File: src/rtl/mi32_arb_pkg.sv
// Shared types, MI32 field widths and the round-robin helper used by the
// MI32 arbiter family.
package mi32_arb_pkg;

  localparam int ADDR_W      = 32;
  localparam int DATA_W      = 32;
  localparam int BE_W        = 4;
  localparam int MAX_MASTERS = 8;
  localparam int IDX_W       = 3;

  typedef enum logic [1:0] {
    IDLE    = 2'd0,
    BUSY    = 2'd1,
    WAIT_RD = 2'd2
  } arb_state_e;

  // First requester after 'last', wrapping modulo n; returns 'last' when idle.
  function automatic logic [IDX_W-1:0] rr_next(input logic [MAX_MASTERS-1:0] req,
                                               input logic [IDX_W-1:0]       last,
                                               input int                     n);
    logic [IDX_W-1:0] win;
    logic [IDX_W-1:0] cand;
    logic             found;
    int               idx;
    win   = last;
    found = 1'b0;
    for (int k = 1; k <= MAX_MASTERS; k++) begin
      idx  = (int'(last) + k) % n;
      cand = idx[IDX_W-1:0];
      if ((k <= n) && !found && req[cand]) begin
        win   = cand;
        found = 1'b1;
      end else begin
        found = found;
      end
    end
    return win;
  endfunction

endpackage

File: src/rtl/mi32_rr_select.sv
// Combinational round-robin priority select: picks the next requester after
// the previous winner. Shared by any arbiter built on mi32_arb_pkg.
module mi32_rr_select
  import mi32_arb_pkg::*;
#(
  parameter int N = 2
) (
  input  logic [N-1:0]     req,
  input  logic [IDX_W-1:0] last,
  output logic [IDX_W-1:0] winner,
  output logic             any_req
);

  logic [MAX_MASTERS-1:0] req_pad_s;

  assign req_pad_s = MAX_MASTERS'(req);

  // Winner index and any-request flag
  always_comb begin
    winner  = rr_next(req_pad_s, last, N);
    any_req = |req;
  end

endmodule

File: src/rtl/mi32_arbiter.sv
// Round-robin arbiter sharing one MI32 slave between NUM_MASTERS masters,
// one transaction in flight, with a read-data timeout.
module mi32_arbiter
  import mi32_arb_pkg::*;
#(
  parameter int                NUM_MASTERS  = 2,
  parameter int                TIMEOUT      = 256,
  parameter logic [DATA_W-1:0] TIMEOUT_DATA = 32'hDEADDEAD
) (
  input  logic                          CLK,
  input  logic                          RESET,
  input  logic [DATA_W*NUM_MASTERS-1:0] M_DWR,
  input  logic [ADDR_W*NUM_MASTERS-1:0] M_ADDR,
  input  logic [BE_W*NUM_MASTERS-1:0]   M_BE,
  input  logic [NUM_MASTERS-1:0]        M_RD,
  input  logic [NUM_MASTERS-1:0]        M_WR,
  output logic [NUM_MASTERS-1:0]        M_ARDY,
  output logic [DATA_W-1:0]             M_DRD,
  output logic [NUM_MASTERS-1:0]        M_DRDY,
  output logic [DATA_W-1:0]             S_DWR,
  output logic [ADDR_W-1:0]             S_ADDR,
  output logic [BE_W-1:0]               S_BE,
  output logic                          S_RD,
  output logic                          S_WR,
  input  logic                          S_ARDY,
  input  logic [DATA_W-1:0]             S_DRD,
  input  logic                          S_DRDY,
  output logic                          TIMEOUT_ERR
);

  localparam int                CNT_W     = $clog2(TIMEOUT);
  localparam logic [CNT_W-1:0]  CNT_LAST  = CNT_W'(TIMEOUT - 1);
  localparam logic [CNT_W-1:0]  CNT_MAX   = {CNT_W{1'b1}};
  localparam logic [CNT_W-1:0]  CNT_ONE   = CNT_W'(1);
  localparam logic [IDX_W-1:0]  LAST_INIT = IDX_W'(NUM_MASTERS - 1);

  arb_state_e             state_r, state_n_s;
  logic [IDX_W-1:0]       grant_r, grant_n_s;
  logic [IDX_W-1:0]       last_r, last_n_s;
  logic [CNT_W-1:0]       cnt_r, cnt_n_s;

  logic [NUM_MASTERS-1:0] req_s;
  logic [IDX_W-1:0]       winner_s;
  logic                   any_req_s;
  logic [MAX_MASTERS-1:0] rd_pad_s, wr_pad_s;
  logic [MAX_MASTERS-1:0] ardy_pad_s, drdy_pad_s;
  logic                   g_wr_s, g_rd_s;

  logic [DATA_W-1:0]      dwr_a_s  [MAX_MASTERS];
  logic [ADDR_W-1:0]      addr_a_s [MAX_MASTERS];
  logic [BE_W-1:0]        be_a_s   [MAX_MASTERS];

  // Per-master fields padded to MAX_MASTERS so the grant index is always in range.
  for (genvar i = 0; i < MAX_MASTERS; i++) begin : g_unpack
    if (i < NUM_MASTERS) begin : g_used
      assign dwr_a_s[i]  = M_DWR[DATA_W*i +: DATA_W];
      assign addr_a_s[i] = M_ADDR[ADDR_W*i +: ADDR_W];
      assign be_a_s[i]   = M_BE[BE_W*i +: BE_W];
    end else begin : g_unused
      assign dwr_a_s[i]  = {DATA_W{1'b0}};
      assign addr_a_s[i] = {ADDR_W{1'b0}};
      assign be_a_s[i]   = {BE_W{1'b0}};
    end
  end

  assign req_s    = M_RD | M_WR;
  assign rd_pad_s = MAX_MASTERS'(M_RD);
  assign wr_pad_s = MAX_MASTERS'(M_WR);
  // Write wins over an illegal simultaneous read on the same master.
  assign g_wr_s   = wr_pad_s[grant_r];
  assign g_rd_s   = rd_pad_s[grant_r] & ~g_wr_s;
  assign M_ARDY   = ardy_pad_s[NUM_MASTERS-1:0];
  assign M_DRDY   = drdy_pad_s[NUM_MASTERS-1:0];

  mi32_rr_select #(
    .N (NUM_MASTERS)
  ) u_rr_select (
    .req     (req_s),
    .last    (last_r),
    .winner  (winner_s),
    .any_req (any_req_s)
  );

  // State, grant, round-robin pointer and read timeout counter
  always_ff @(posedge CLK or negedge RESET) begin
    if (!RESET) begin
      state_r <= IDLE;
      grant_r <= {IDX_W{1'b0}};
      last_r  <= LAST_INIT;
      cnt_r   <= {CNT_W{1'b0}};
    end else begin
      state_r <= state_n_s;
      grant_r <= grant_n_s;
      last_r  <= last_n_s;
      cnt_r   <= cnt_n_s;
    end
  end

  // Next-state logic and slave/master muxing
  always_comb begin
    state_n_s   = state_r;
    grant_n_s   = grant_r;
    last_n_s    = last_r;
    cnt_n_s     = cnt_r;
    ardy_pad_s  = {MAX_MASTERS{1'b0}};
    drdy_pad_s  = {MAX_MASTERS{1'b0}};
    M_DRD       = {DATA_W{1'b0}};
    S_DWR       = {DATA_W{1'b0}};
    S_ADDR      = {ADDR_W{1'b0}};
    S_BE        = {BE_W{1'b0}};
    S_RD        = 1'b0;
    S_WR        = 1'b0;
    TIMEOUT_ERR = 1'b0;
    case (state_r)
      IDLE: begin
        if (any_req_s) begin
          grant_n_s = winner_s;
          last_n_s  = winner_s;
          state_n_s = BUSY;
        end else begin
          state_n_s = IDLE;
        end
      end
      BUSY: begin
        S_DWR  = dwr_a_s[grant_r];
        S_ADDR = addr_a_s[grant_r];
        S_BE   = be_a_s[grant_r];
        S_WR   = g_wr_s;
        S_RD   = g_rd_s;
        // An abandoned request must not see an accept pulse.
        ardy_pad_s[grant_r] = S_ARDY & (g_wr_s | g_rd_s);
        if (!(g_wr_s | g_rd_s)) begin
          state_n_s = IDLE;
        end else if (!S_ARDY) begin
          state_n_s = BUSY;
        end else if (g_wr_s) begin
          state_n_s = IDLE;
        end else if (S_DRDY) begin
          drdy_pad_s[grant_r] = 1'b1;
          M_DRD               = S_DRD;
          state_n_s           = IDLE;
        end else begin
          cnt_n_s   = {CNT_W{1'b0}};
          state_n_s = WAIT_RD;
        end
      end
      WAIT_RD: begin
        M_DRD = S_DRD;
        if (S_DRDY) begin
          drdy_pad_s[grant_r] = 1'b1;
          state_n_s           = IDLE;
        end else if (cnt_r == CNT_LAST) begin
          drdy_pad_s[grant_r] = 1'b1;
          M_DRD               = TIMEOUT_DATA;
          TIMEOUT_ERR         = 1'b1;
          state_n_s           = IDLE;
        end else if (cnt_r != CNT_MAX) begin
          cnt_n_s = cnt_r + CNT_ONE;
        end else begin
          cnt_n_s = cnt_r;
        end
      end
      default: begin
        state_n_s = IDLE;
      end
    endcase
  end

endmodule

File: config.mk
export PLATFORM = sky130hd
export DESIGN_NAME = mi32_arbiter
export DESIGN_NICKNAME = d
export VERILOG_FILES = /design/src/rtl/mi32_arb_pkg.sv /design/src/rtl/mi32_rr_select.sv /design/src/rtl/mi32_arbiter.sv
export SDC_FILE = /design/constraint.sdc
export NUM_CORES = 1
export LEC_CHECK = 0
export CORE_AREA = 2 2 111 113
export CTS_CLUSTER_SIZE = 16
export DETAILED_ROUTE_END_ITERATION = 10
export DIE_AREA = 0 0 113 115
export PLACE_DENSITY = 0.7
export SETUP_SLACK_MARGIN = 0.2
export SLEW_MARGIN = 30
export SYNTH_ARGS = -nofsm -noshare
export SYNTH_HDL_FRONTEND = slang
export SYNTH_SLANG_ARGS = --single-unit
File: constraint.sdc
create_clock -name CLK -period 1.8 [get_ports CLK]
set_input_delay 0.18 -clock CLK [delete_from_list [all_inputs] [get_ports CLK]]
set_output_delay 0.18 -clock CLK [all_outputs]
set_load 0.01 [all_outputs]
==> results, run 1 <==
- The endpoint kind of the worst setup timing path is an output port.
- Of the total power, the share spent switching nets is 42.0%.
- Synthesis produced a netlist with a net count of 480.
- Using the TritonRoute via totals, the vias-per-cell ratio works out to 4.50.
- The number of nets in the final layout is 842.
- The setup TNS is -20.90 ns.
- In the post-synthesis netlist, the cell with the most instances is sky130_fd_sc_hd__nor2_1.
- The design internal power is 4.39 mW.
- The transition at the pin with the smallest max-transition slack is 0.612 ns.
- Counting I/O delays and the setup requirement, the final critical path takes 2.18 ns.
- The number of hold-slack violations in the final timing report came to 0.
- The worst clock skew is 0.00194 ns.
- The horizontal extent of the die is 113 um.
- Timing would allow up to 460 MHz.
- The fraction of final layout cells sized beyond drive strength 1 is 42.8%.
- Hold timing on the final database bottoms out at a slack of 0.325 ns.
- The combinational power share is 89.5%.
- From synthesis to final layout, the design area changed by 189%.
- Across all setup checks in the final design, the least slack found is -0.375 ns.
- The number of standard cells after synthesis is 300.
- Data on the critical path is required at its endpoint by 1.62 ns.
- The number of pins with negative max-slew slack in the final report is 0.
- The number of iterations in the first detailed-routing pass is 7.
- In the synthesized netlist the dominant register cell turns out to be sky130_fd_sc_hd__dfrtp_1.
- After synthesis, the mean cell area works out to 7.28 um^2.
- The worst setup path is launched from a flop.
- The die extent in y is 115 um.
- In the post-synthesis netlist, the biggest area contributors are sky130_fd_sc_hd__mux2i_1 (32%), sky130_fd_sc_hd__nor2_1 (14%), sky130_fd_sc_hd__dfrtp_1 (13%).
- Along the worst path, the maximum fanout reaches 5.
- The die covers 0.0130 mm^2.
- Setup repair after global routing could not meet its margin everywhere.
- Yosys printed 0 warnings.
- Summing over every cut layer, the via total after detailed routing is 3636.
- The clock reaches the later pin of the worst-skew pair after 0.24 ns.
- The number of buffers created by CTS is 3.
- Sequential elements use 13.8% of the synthesized area.
- The top cell type by area accounts for 31.6% of the synthesized area.
- During placement, the flow inserted port buffers numbering 282.
- The number of max-capacitance violations reported is 0.
- The run finished, with violations left.
- The root buffer cell chosen for the clock tree is sky130_fd_sc_hd__clkbuf_16.
- In the routed design, unresolved DRC markers number 20.
- The initial standard-cell utilization of the core is 18.5%.
- The pin count of the biggest net entering global routing is 23.
- The boundary pin count is 283.
- Setup violations remaining at the end of the flow were counted as 112.
- The count of flip-flops with a built-in enable after synthesis is 0.
- The critical path start-end classification is reg -> out.
- The row count is 40.
- In this run the remaining antenna-violating nets after routing total 0.
- The total power consumption of the routed design is 7.57 mW.
- Per report_power, the sequential group accounts for 5.0% of the total.
- In this run the worst hold path is classified as in -> async.
- After detailed routing, the average wire length per cell comes to 17.8 um.
- The core utilization of the finished layout is 53.5%.
- In the finished design, the share of the clock period the worst path needs comes to 121%.
- The quantity of hold-fixing buffers added after cts is 0.
- For this run, asynchronously set or reset flops after synthesis account for 100%.
- The worst-case headroom to the max-slew limit is 59.1%.
- The mapped netlist covers 0.00218 mm^2.
- The clock transition time at the flip-flop clock pins of the worst setup and hold paths is 0.05 ns.
- The half-perimeter wire length after placement is 9.51 mm.
- The total power density per cell area is 1200 mW/mm^2.
- The number of global-route vias before repair is 3587.
- Clock tree synthesis found a total of 12 sinks.
- VDD sags by at most 829 uV.
- sky130_fd_sc_hd__mux2i_1 takes more of the synthesized area than any other cell.
- The power share of the clock group is 5.5%.
- The H-tree depth is 1.
- After synthesis, the most frequently instantiated cells are sky130_fd_sc_hd__nor2_1 (81), sky130_fd_sc_hd__mux2i_1 (69), sky130_fd_sc_hd__o21a_1 (23).
- Summed over all nets, the switching power comes to 3.18 mW.
- The overall global routing resource usage is 19.7%.
- The synthesized design contains 12 register bits.
- The first global-routing pass estimated 20.2 mm of wire.
- The detailed router finished its first iteration with 118 violations.
- The checks that failed: DRC, setup timing.
- The core region is 0.0118 mm^2.
- For this block, the routed nets add up to 14.4 mm of wire.
- The number of antenna violations at the first check in global routing is 0.
- In this run the static leakage power is 3.06 nW.
- Summed over all layers, the global routing overflow is 0.
- TritonCTS built the clock tree.
- The clock passes through at most 2 buffers.
- The count of distinct cell types in the synthesized netlist is 42.
- The antenna diode instance count is 0.
- At the end of routability-driven placement, the weighted congestion stood at 0.841.
- The arrival time reported for the critical path endpoint is 2.00 ns.
## power groups by stage
| stage | registers (mW) | logic [mW] | clock network, mW |
|---|---|---|---|
| 3_3_place_gp | 0.365 | 4.62 | 0 |
| 4_1_cts | 0.376 | 6.30 | 0.425 |
| 3_5_place_dp | 0.367 | 4.67 | 0 |
| 6_report | 0.376 | 6.78 | 0.418 |
| 2_1_floorplan | 0.348 | 2.24 | 0 |
| 5_1_grt | 0.385 | 7.14 | 0.444 |
## timing repair
| item | in CTS | in global routing |
|---|---|---|
| setup endpoints to repair | 116 | 116 |
| pin swaps | 13 | 9 |
| gates resized for setup | 471 | 70 |
| buffers inserted | 29 | 10 |
| gates cloned | 16 | 1 |
## worst max-delay path, stage by stage, from the launching register on
cell and delay, ns:
sky130_fd_sc_hd__dfrtp_1 0.39, sky130_fd_sc_hd__inv_2 0.09, sky130_fd_sc_hd__ha_4 0.16, sky130_fd_sc_hd__nand2_4 0.05, sky130_fd_sc_hd__or4_4 0.43, sky130_fd_sc_hd__nor2_4 0.14, sky130_fd_sc_hd__buf_12 0.14, sky130_fd_sc_hd__clkbuf_16 0.13
sky130_fd_sc_hd__o21a_1 0.10, sky130_fd_sc_hd__buf_2 0.13
## stage by stage
stage / setup WS [ns] / cells / area [um^2]
finish: -0.375 / 808 / 6320
global route: -0.459 / 808 / 6320
CTS: -0.385 / 797 / 6100
detailed placement: -0.653 / 748 / 5510
global placement: -0.598 / 748 / 5510
floorplan: -0.0597 / 300 / 2270
## area by class of cell
type | instances | area, um^2
fill | 1090 | 5500
tap | 147 | 184
inverter | 6 | 37.5
clock buffer | 4 | 78.8
multi-input combinational | 259 | 2040
sequential | 12 | 305
timing repair inverter | 1 | 16.3
timing repair buffer | 379 | 3660
## registers in the layout (all words and copies together), names as in the netlist
| name | cells |
|---|---|
| cnt_r | 8 |
| state_r | 2 |
| grant_r | 1 |
| last_r | 1 |
## cells by family after synthesis
kind of cell / synth area share [%]
AOI/OAI and AO/OA: 19.0
adders and majority gates: 2.29
buffers and inverters: 6.41
DFF: 13.8
muxes: 31.6
and+or+nand+nor: 26.9
## cell usage in the layout (no fill, tap or decap), types with 3 or more instances in the layout
cell	instances
sky130_fd_sc_hd__and2_4	10
sky130_fd_sc_hd__buf_12	14
sky130_fd_sc_hd__buf_16	16
sky130_fd_sc_hd__buf_2	84
sky130_fd_sc_hd__buf_4	54
sky130_fd_sc_hd__buf_6	18
sky130_fd_sc_hd__clkbuf_16	4
sky130_fd_sc_hd__clkbuf_2	11
sky130_fd_sc_hd__clkdlybuf4s15_2	4
sky130_fd_sc_hd__clkdlybuf4s50_1	175
sky130_fd_sc_hd__dfrtp_1	10
sky130_fd_sc_hd__ha_4	3
sky130_fd_sc_hd__mux2i_1	68
sky130_fd_sc_hd__nand2_1	11
sky130_fd_sc_hd__nand2b_1	5
sky130_fd_sc_hd__nand3_1	6
sky130_fd_sc_hd__nor2_1	57
sky130_fd_sc_hd__nor2_2	22
sky130_fd_sc_hd__nor2_4	3
sky130_fd_sc_hd__o21a_1	23
sky130_fd_sc_hd__o21ai_0	5
sky130_fd_sc_hd__o21ai_1	4
sky130_fd_sc_hd__o21ai_2	7
sky130_fd_sc_hd__o311ai_2	3
## routing by layer
metal / part of all wire (%) / GRT usage, %
met3: 7.4 / 2.32
met2: 52 / 37.0
met5: 0 / 0
met4: 1.1 / 3.17
met1: 39 / 24.5
## final timing paths
check                            from          to  slack [ns]  cells after the start
max                        state_r[0]   M_DRD[11]       -0.38                      9
min                             RESET    cnt_r[7]        0.32                      1
max reg2reg                state_r[0]    cnt_r[2]       -0.21                     10
min reg2reg                 last_r[0]   last_r[0]        0.49                      2
max in group asynchronous       RESET  grant_r[0]        1.02                      1
min in group CLK            last_r[0]   last_r[0]        0.49                      2
No activity file was read; power rests on OpenSTA's default activity.
==> run 2: changes to the inputs <==
GPL_TIMING_DRIVEN = 0   (was unset)
==> results, run 2 (synthesis results as in run 1) <==
- The boundary pin count is 283 (unchanged).
- The critical register-to-register path endpoint is cnt_r[2].
- The worst clock skew is 0.00237 ns (+0.000431 ns).
- The number of iterations in the first detailed-routing pass is 8 (+1).
- The timing startpoint of the critical path is state_r[0].
- The H-tree depth is 1 (unchanged).
- The overall global routing resource usage is 17.6% (-2.1 points).
- The number of global-route vias before repair is 3527 (-1.7%).
- The number of flip-flops in the largest register is 8 (unchanged).
- The number of non-filler instances in the completed layout is 819 (+1.4%).
- The pin count of the biggest net entering global routing is 13 (-43%).
- The total placed cells including tap cells is 729 (-2.5%).
- Setup repair after global routing could not meet its margin everywhere.
- The total die area came to 0.0130 mm^2 (unchanged).
- The sum of overflow across all layers after global routing is 0 (unchanged).
- The total power density per cell area is 1270 mW/mm^2 (+5.6%).
- The commonest non-fill, non-tap cell in the layout is sky130_fd_sc_hd__clkdlybuf4s50_1.
- The wire length of the first global-routing pass was 18.6 mm (-8.1%).
- The worst setup path is of the reg -> out kind.
- The final reports fail on DRC, setup timing.
- The half-perimeter wire length after placement is 9.64 mm (+1.3%).
- The worst hold slack was 0.307 ns (-0.0183 ns).
- The worst-case headroom to the max-slew limit is 61.5% (+2.4 points).
- The count of port buffers added during placement is 282 (unchanged).
- In the final layout, the registers with the most flip-flops are cnt_r: 8 flops, state_r: 2 flops.
- The buffer cell driving the clock tree root is sky130_fd_sc_hd__clkbuf_16.
- The total power consumption of the routed design is 8.99 mW (+19%).
- The growth of design area from synthesis to finish is 225%.
- The clock transition time at the flip-flop clock pins of the worst setup and hold paths is 0.05 ns (about the same).
- In the layout the commonest cells are sky130_fd_sc_hd__clkdlybuf4s50_1 (175), sky130_fd_sc_hd__buf_6 (89), sky130_fd_sc_hd__buf_2 (61), sky130_fd_sc_hd__mux2i_1 (42), sky130_fd_sc_hd__nor2_1 (34).
- The number of buffers and inverters on the critical path came to 5 (+1).
- The reg2reg setup slack is -0.41 ns (-0.20 ns).
- The arrival time reported for the critical path endpoint was 2.12 ns (+0.12 ns).
- The initial standard-cell utilization of the core is 18.5% (unchanged).
- STA classifies the critical path startpoint as a flop.
- The top fanout value on the critical path is 5 (unchanged).
- The post-placement setup slack is -0.938 ns (-0.286 ns).
- The signal on the critical path passes through inv_2, ha_4, buf_8, nand2_4, or4_4, nor2_4, buf_6, buf_6, o21a_1, buf_6.
- TritonCTS built the clock tree.
- The setup violation total in the final timing report is 113 (+0.89%).
- The row count is 40 (unchanged).
- The cell seen most often among critical-path stages is sky130_fd_sc_hd__buf_6.
- The critical path's slowest cell is sky130_fd_sc_hd__or4_4.
- The number of buffers created by CTS was 3 (unchanged).
- The number of buffers on the longest clock path came to 2 (unchanged).
- The largest register by flop count is cnt_r.
- The transition at the pin with the smallest max-transition slack is 0.575 ns (-0.0363 ns).
- The post-detailed-routing wire length is 14.0 mm (-2.4%).
- The number of pins with negative max-slew slack in the final report was 0 (unchanged).
- The multi-input combinational cell area is 0.00245 mm^2 (+20%).
- The depth of the worst register-to-register path is 9 (-1).
- The antenna diode instance count is 0 (unchanged).
- The fraction of final layout cells sized beyond drive strength 1 was 50.1% (+7.3 points).
- The endpoint required time on the critical path is 1.62 ns (about the same).
- The placeable core region is 0.0118 mm^2 (unchanged).
- The post-route clock period utilization is 128% (+6.7 points).
- The maximum ir drop on the vdd rail came to 695 uV (-16%).
- The number of vias in the routed layout is 3737 (+2.8%).
- The setup TNS was -28.40 ns (-7.50 ns).
- The die extent in y came to 115 um (unchanged).
- The worst hold path belongs to the class in -> async.
- The number of hold-slack violations in the final timing report is 0 (unchanged).
- The quantity of hold-fixing buffers added after cts was 0 (unchanged).
- Broken down by cell family, the worst path's largest delay share belongs to simple AND/OR/NAND/NOR gates.
- The cell leakage power is 3.15 nW (+3.1%).
- The run finished, with violations left.
- The number of violations reported at the end of detailed-routing iteration 0 is 170 (+44%).
- The number of max-capacitance violations reported is 0 (unchanged).
- The horizontal extent of the die is 113 um (unchanged).
- The clock insertion delay at the later pin of the skew report is 0.25 ns (about the same).
- The residual antenna-violating net count after detailed routing is 0 (unchanged).
- The clock sink count came to 12 (unchanged).
- The startpoint identified for the worst register-to-register timing path is state_r[0].
- The number of antenna violations at the first check in global routing came to 0 (unchanged).
- The delay of the slowest critical-path stage is 0.43 ns (about the same).
- The number of fill cells in the layout is 962 (-12%).
- The clock period minus final worst setup slack is 2.30 ns (+0.121 ns).
- The global placement routability congestion was 0.854 (+1.6%).
- The post-detailed-route via-to-cell ratio is 4.56 (+1.4%).
- The sequential cell area is 302 um^2 (-1.2%).
- The number of nets in the final layout was 853 (+1.3%).
- The minimum setup slack in the final design is -0.496 ns (-0.121 ns).
- The DRC violations left came to 20 (unchanged).
- The maximum clock frequency is 436 MHz (-5.3%).
- The endpoint kind of the worst setup timing path is an output port.
- The routed wirelength normalized by instance count was 17.1 um (-3.7%).
run 2: changes by cell type in the layout (fill, tap and decap cells not counted), sizes merged:
cell / change
inv: -2
clkdlybuf4s15: -4
buf: +16
clkinv: +1
run 2: worst max path at each step:
stage	to	slack [ns]	cells after the start
finish	M_DRD[23]	-0.50	10
global placement	M_DRD[13]	-0.91	7
detailed placement	M_DRD[29]	-0.94	7
global route	M_DRD[23]	-0.57	10
CTS	M_DRD[23]	-0.51	10
floorplan	M_DRD[12]	-0.06	8
run 2: through the flow:
stage | utilization (%) | instance area (um^2)
after floorplan | - | 2270
after global placement | 44.7 | 5280
after detailed placement | 44.7 | 5280
after CTS | 50.8 | 6000
after global routing | 60.2 | 7110
final | 60.2 | 7110
run 2: what timing repair did:
item                                   CTS  global route
pin swaps                               28            52
cloned                                  10             3
setup endpoints to repair              118           115
endpoints found under the hold margin    0             0
gates resized for setup                561           206
buffers inserted                        49            24
run 2: area by class of cell:
| type | count | share of cell area (%) |
|---|---|---|
| well taps | 147 | 2.59 |
| repair buffers | 368 | 51.5 |
| inverters | 6 | 0.528 |
| plain buffers | 23 | 5.42 |
| clock buffers | 4 | 1.25 |
| multi-input cells | 259 | 34.4 |
| flip-flops and latches | 12 | 4.24 |
run 2: worst register-to-register path, stage by stage, from the launching register on:
cell	delay, ns
sky130_fd_sc_hd__dfrtp_1	0.37
sky130_fd_sc_hd__inv_2	0.06
sky130_fd_sc_hd__buf_4	0.14
sky130_fd_sc_hd__ha_4	0.27
sky130_fd_sc_hd__buf_4	0.11
sky130_fd_sc_hd__a21boi_0	0.24
sky130_fd_sc_hd__o31ai_2	0.19
sky130_fd_sc_hd__or2_1	0.27
sky130_fd_sc_hd__buf_6	0.14
sky130_fd_sc_hd__a211o_1	0.29
run 2: routing by layer:
metal / track usage (%) / vias to the layer above / wire (um)
met5: 0 / - / 0
met4: 4.07 / 0 / 203
met3: 2.64 / 16 / 1040
met2: 33.5 / 144 / 7570
met1: 20.7 / 1781 / 5220
li1: - / 1796 / -
run 2: power breakdown:
part           switching [mW]  total (mW)  internal (mW)
Sequential             0.0308       0.351          0.321
Clock                   0.128       0.464          0.336
Combinational            3.40        8.17           4.78
==> run 3: changes to the inputs <==
CORE_AREA = 2 2 109 111   (was 2 2 111 113)
DIE_AREA = 0 0 111 113   (was 0 0 113 115)
PLACE_DENSITY = 0.69   (was 0.7)
SLEW_MARGIN = 0   (was 30)
clock period = 2.75 ns   (was 1.8 ns; I/O delays follow)
==> results, run 3 (synthesis results as in run 1) <==
- The wire length of the first global-routing pass came to 19.1 mm (+2.7%).
- The die extent in y is 113 um (-1.7%).
- The transition at the pin with the smallest max-transition slack came to 0.554 ns (-0.0213 ns).
- The run finished with clean final reports.
- The antenna diode instance count came to 0 (unchanged).
- The residual antenna-violating net count after detailed routing is 0 (unchanged).
- The startpoint identified for the worst register-to-register timing path is state_r[0].
- Ranked by flip-flop count, first place goes to cnt_r.
- The clock sink count is 12 (unchanged).
- The horizontal extent of the die was 111 um (-1.8%).
- In the layout the commonest cells are sky130_fd_sc_hd__clkdlybuf4s50_1 (253), sky130_fd_sc_hd__nor2_1 (81), sky130_fd_sc_hd__mux2i_1 (69), sky130_fd_sc_hd__o21a_1 (23), sky130_fd_sc_hd__buf_2 (23).
- The number of buffers on the longest clock path is 2 (unchanged).
- Setup repair after global routing could not meet its margin everywhere.
- The critical path start-end classification is reg -> out.
- The arrival time reported for the critical path endpoint came to 2.30 ns (+0.18 ns).
- The half-perimeter wire length after placement is 10.5 mm (+8.9%).
- The number of nets in the final layout was 785 (-8.0%).
- The boundary pin count is 283 (unchanged).
- The setup violation total in the final timing report is 0 (-100%).
- The number of vias in the routed layout is 3341 (-11%).
- The total die area is 0.0125 mm^2 (-3.5%).
- The global placement routability congestion is 0.895 (+4.7%).
- The number of pins with negative max-slew slack in the final report is 0 (unchanged).
- The clock period minus final worst setup slack is 2.57 ns.
- The row count is 39 (-2.5%).
- The routed wirelength normalized by instance count came to 16.9 um (-1.5%).
- The initial standard-cell utilization of the core is 19.4% (+0.88 points).
- The count of port buffers added during placement is 282 (unchanged).
- The maximum ir drop on the vdd rail is 438 uV (-37%).
- The number of iterations in the first detailed-routing pass is 4 (-4).
- Leaving out fill and tap cells, the most frequent cell in the layout is sky130_fd_sc_hd__clkdlybuf4s50_1.
- The timing startpoint of the critical path is state_r[0].
- The placeable core region came to 0.0113 mm^2 (-4.6%).
- The quantity of hold-fixing buffers added after cts is 0 (unchanged).
- The number of antenna violations at the first check in global routing is 0 (unchanged).
- The setup TNS is 0 ns (+28.40 ns).
- The cell leakage power is 2.49 nW (-21%).
- The endpoint required time on the critical path is 2.48 ns (+0.86 ns).
- The worst clock skew is 0.00220 ns (-0.000168 ns).
- The final critical path takes up 93.5% of the cycle.
- The post-detailed-routing wire length is 12.6 mm (-10%).
- The number of max-capacitance violations reported is 0 (unchanged).
- The fraction of final layout cells sized beyond drive strength 1 is 13.2% (-37 points).
- The post-detailed-route via-to-cell ratio was 4.47 (-2.0%).
- The number of flip-flops in the largest register is 8 (unchanged).
- The growth of design area from synthesis to finish is 149%.
- The pin count of the biggest net entering global routing is 13 (unchanged).
- The switching power share of the total is 43.1% (+3.5 points).
- The worst-case headroom to the max-slew limit is 62.8% (+1.3 points).
- The clock insertion delay at the later pin of the skew report came to 0.25 ns (about the same).
- In this run the clock root is driven by a sky130_fd_sc_hd__clkbuf_16.
- The largest registers in the layout are cnt_r: 8 flops, state_r: 2 flops.
- The power share of the clock group is 8.7% (+3.5 points).
- The clock transition time at the flip-flop clock pins of the worst setup and hold paths is 0.05 ns (about the same).
- The overall global routing resource usage is 18.7% (+1.1 points).
- The endpoint kind of the worst setup timing path is an output port.
- The combinational power share is 84.7% (-6.2 points).
- The min-delay analysis places its worst path in the category in -> async.
- The total power consumption of the routed design came to 3.53 mW (-61%).
- The DRC violations left is 0 (-100%).
- The clock tree from TritonCTS is yes.
- The number of global-route vias before repair was 3418 (-3.1%).
- The H-tree depth was 1 (unchanged).
- The net switching power is 1.52 mW (-57%).
- The number of violations reported at the end of detailed-routing iteration 0 is 121 (-29%).
- The type of origin of the critical path is a flop.
- The design internal power is 2.01 mW (-63%).
- The total power density per cell area is 648 mW/mm^2 (-49%).
- The number of buffers created by CTS is 3 (unchanged).
- The sum of overflow across all layers after global routing is 0 (unchanged).
- The proportion of power drawn by flip-flops and latches is 6.5% (+2.6 points).
- The number of hold-slack violations in the final timing report was 0 (unchanged).
- Timing would allow up to 389 MHz.
- The top fanout value on the critical path is 5 (unchanged).
## run 3: what timing repair did
| action | in CTS | in global routing |
|---|---|---|
| pin swaps | 2 | 2 |
| buffers inserted | 14 | 2 |
| endpoints found under the setup margin | 105 | 48 |
| resized for setup | 105 | 24 |
| cloned | 2 | 0 |
| endpoints found under the hold margin | 0 | 0 |
## run 3: power by group through the flow
stage	clock, mW	sequential (mW)	combinational (mW)
after floorplan	0	0.226	1.45
after global placement	0	0.229	2.91
after detailed placement	0	0.232	2.93
after CTS	0.311	0.230	2.97
after global routing	0.323	0.234	3.21
final	0.309	0.230	2.99
## run 3: final timing paths
kind,endpoint,slack [ns],depth (start not counted)
worst max-delay path,M_DRD[5],0.18,12
worst min-delay path,cnt_r[3],0.38,1
worst max register to register,cnt_r[2],0.65,9
worst min register to register,last_r[0],0.48,2
max in group asynchronous,last_r[0],1.99,1
min in group CLK,last_r[0],0.48,2
## run 3: through the flow
stage / utilization [%] / area (um^2) / hold slack, ns / instances / setup WS [ns]
2_1_floorplan: - / 2180 / -0.0206 / 300 / 0.664
3_3_place_gp: 46.0 / 5190 / 0.484 / 725 / -0.308
3_5_place_dp: 46.0 / 5190 / 0.479 / 725 / -0.333
4_1_cts: 47.7 / 5380 / 0.417 / 745 / 0.121
5_1_grt: 48.3 / 5450 / 0.429 / 747 / 0.0767
6_report: 48.3 / 5450 / 0.385 / 747 / 0.178
## run 3: area by class of cell
type                    count  area, um^2
clock buffers               4        88.8
multi-input cells         260        1800
plain buffers              23         150
fillers                  1099        5830
inverters                   6        27.5
well taps                 143         179
flip-flops and latches     12         302
repair buffers            299        2900
## run 3: layer usage
layer	GRT usage [%]	vias to the layer above	wire length, um
li1	-	1656	-
met1	22.8	1511	5110
met2	32.9	155	6230
met3	5.73	19	1090
met4	3.58	0	175
met5	0	-	0
## run 3: critical path, stage by stage (launching register included)
cell,delay (ns)
sky130_fd_sc_hd__dfrtp_1,0.40
sky130_fd_sc_hd__inv_2,0.07
sky130_fd_sc_hd__ha_2,0.16
sky130_fd_sc_hd__clkbuf_8,0.13
sky130_fd_sc_hd__nand2_2,0.05
sky130_fd_sc_hd__or4_4,0.43
sky130_fd_sc_hd__nor2_4,0.19
sky130_fd_sc_hd__buf_6,0.12
sky130_fd_sc_hd__buf_6,0.08
sky130_fd_sc_hd__buf_6,0.08
sky130_fd_sc_hd__buf_6,0.10
sky130_fd_sc_hd__o21a_1,0.11
sky130_fd_sc_hd__buf_2,0.13
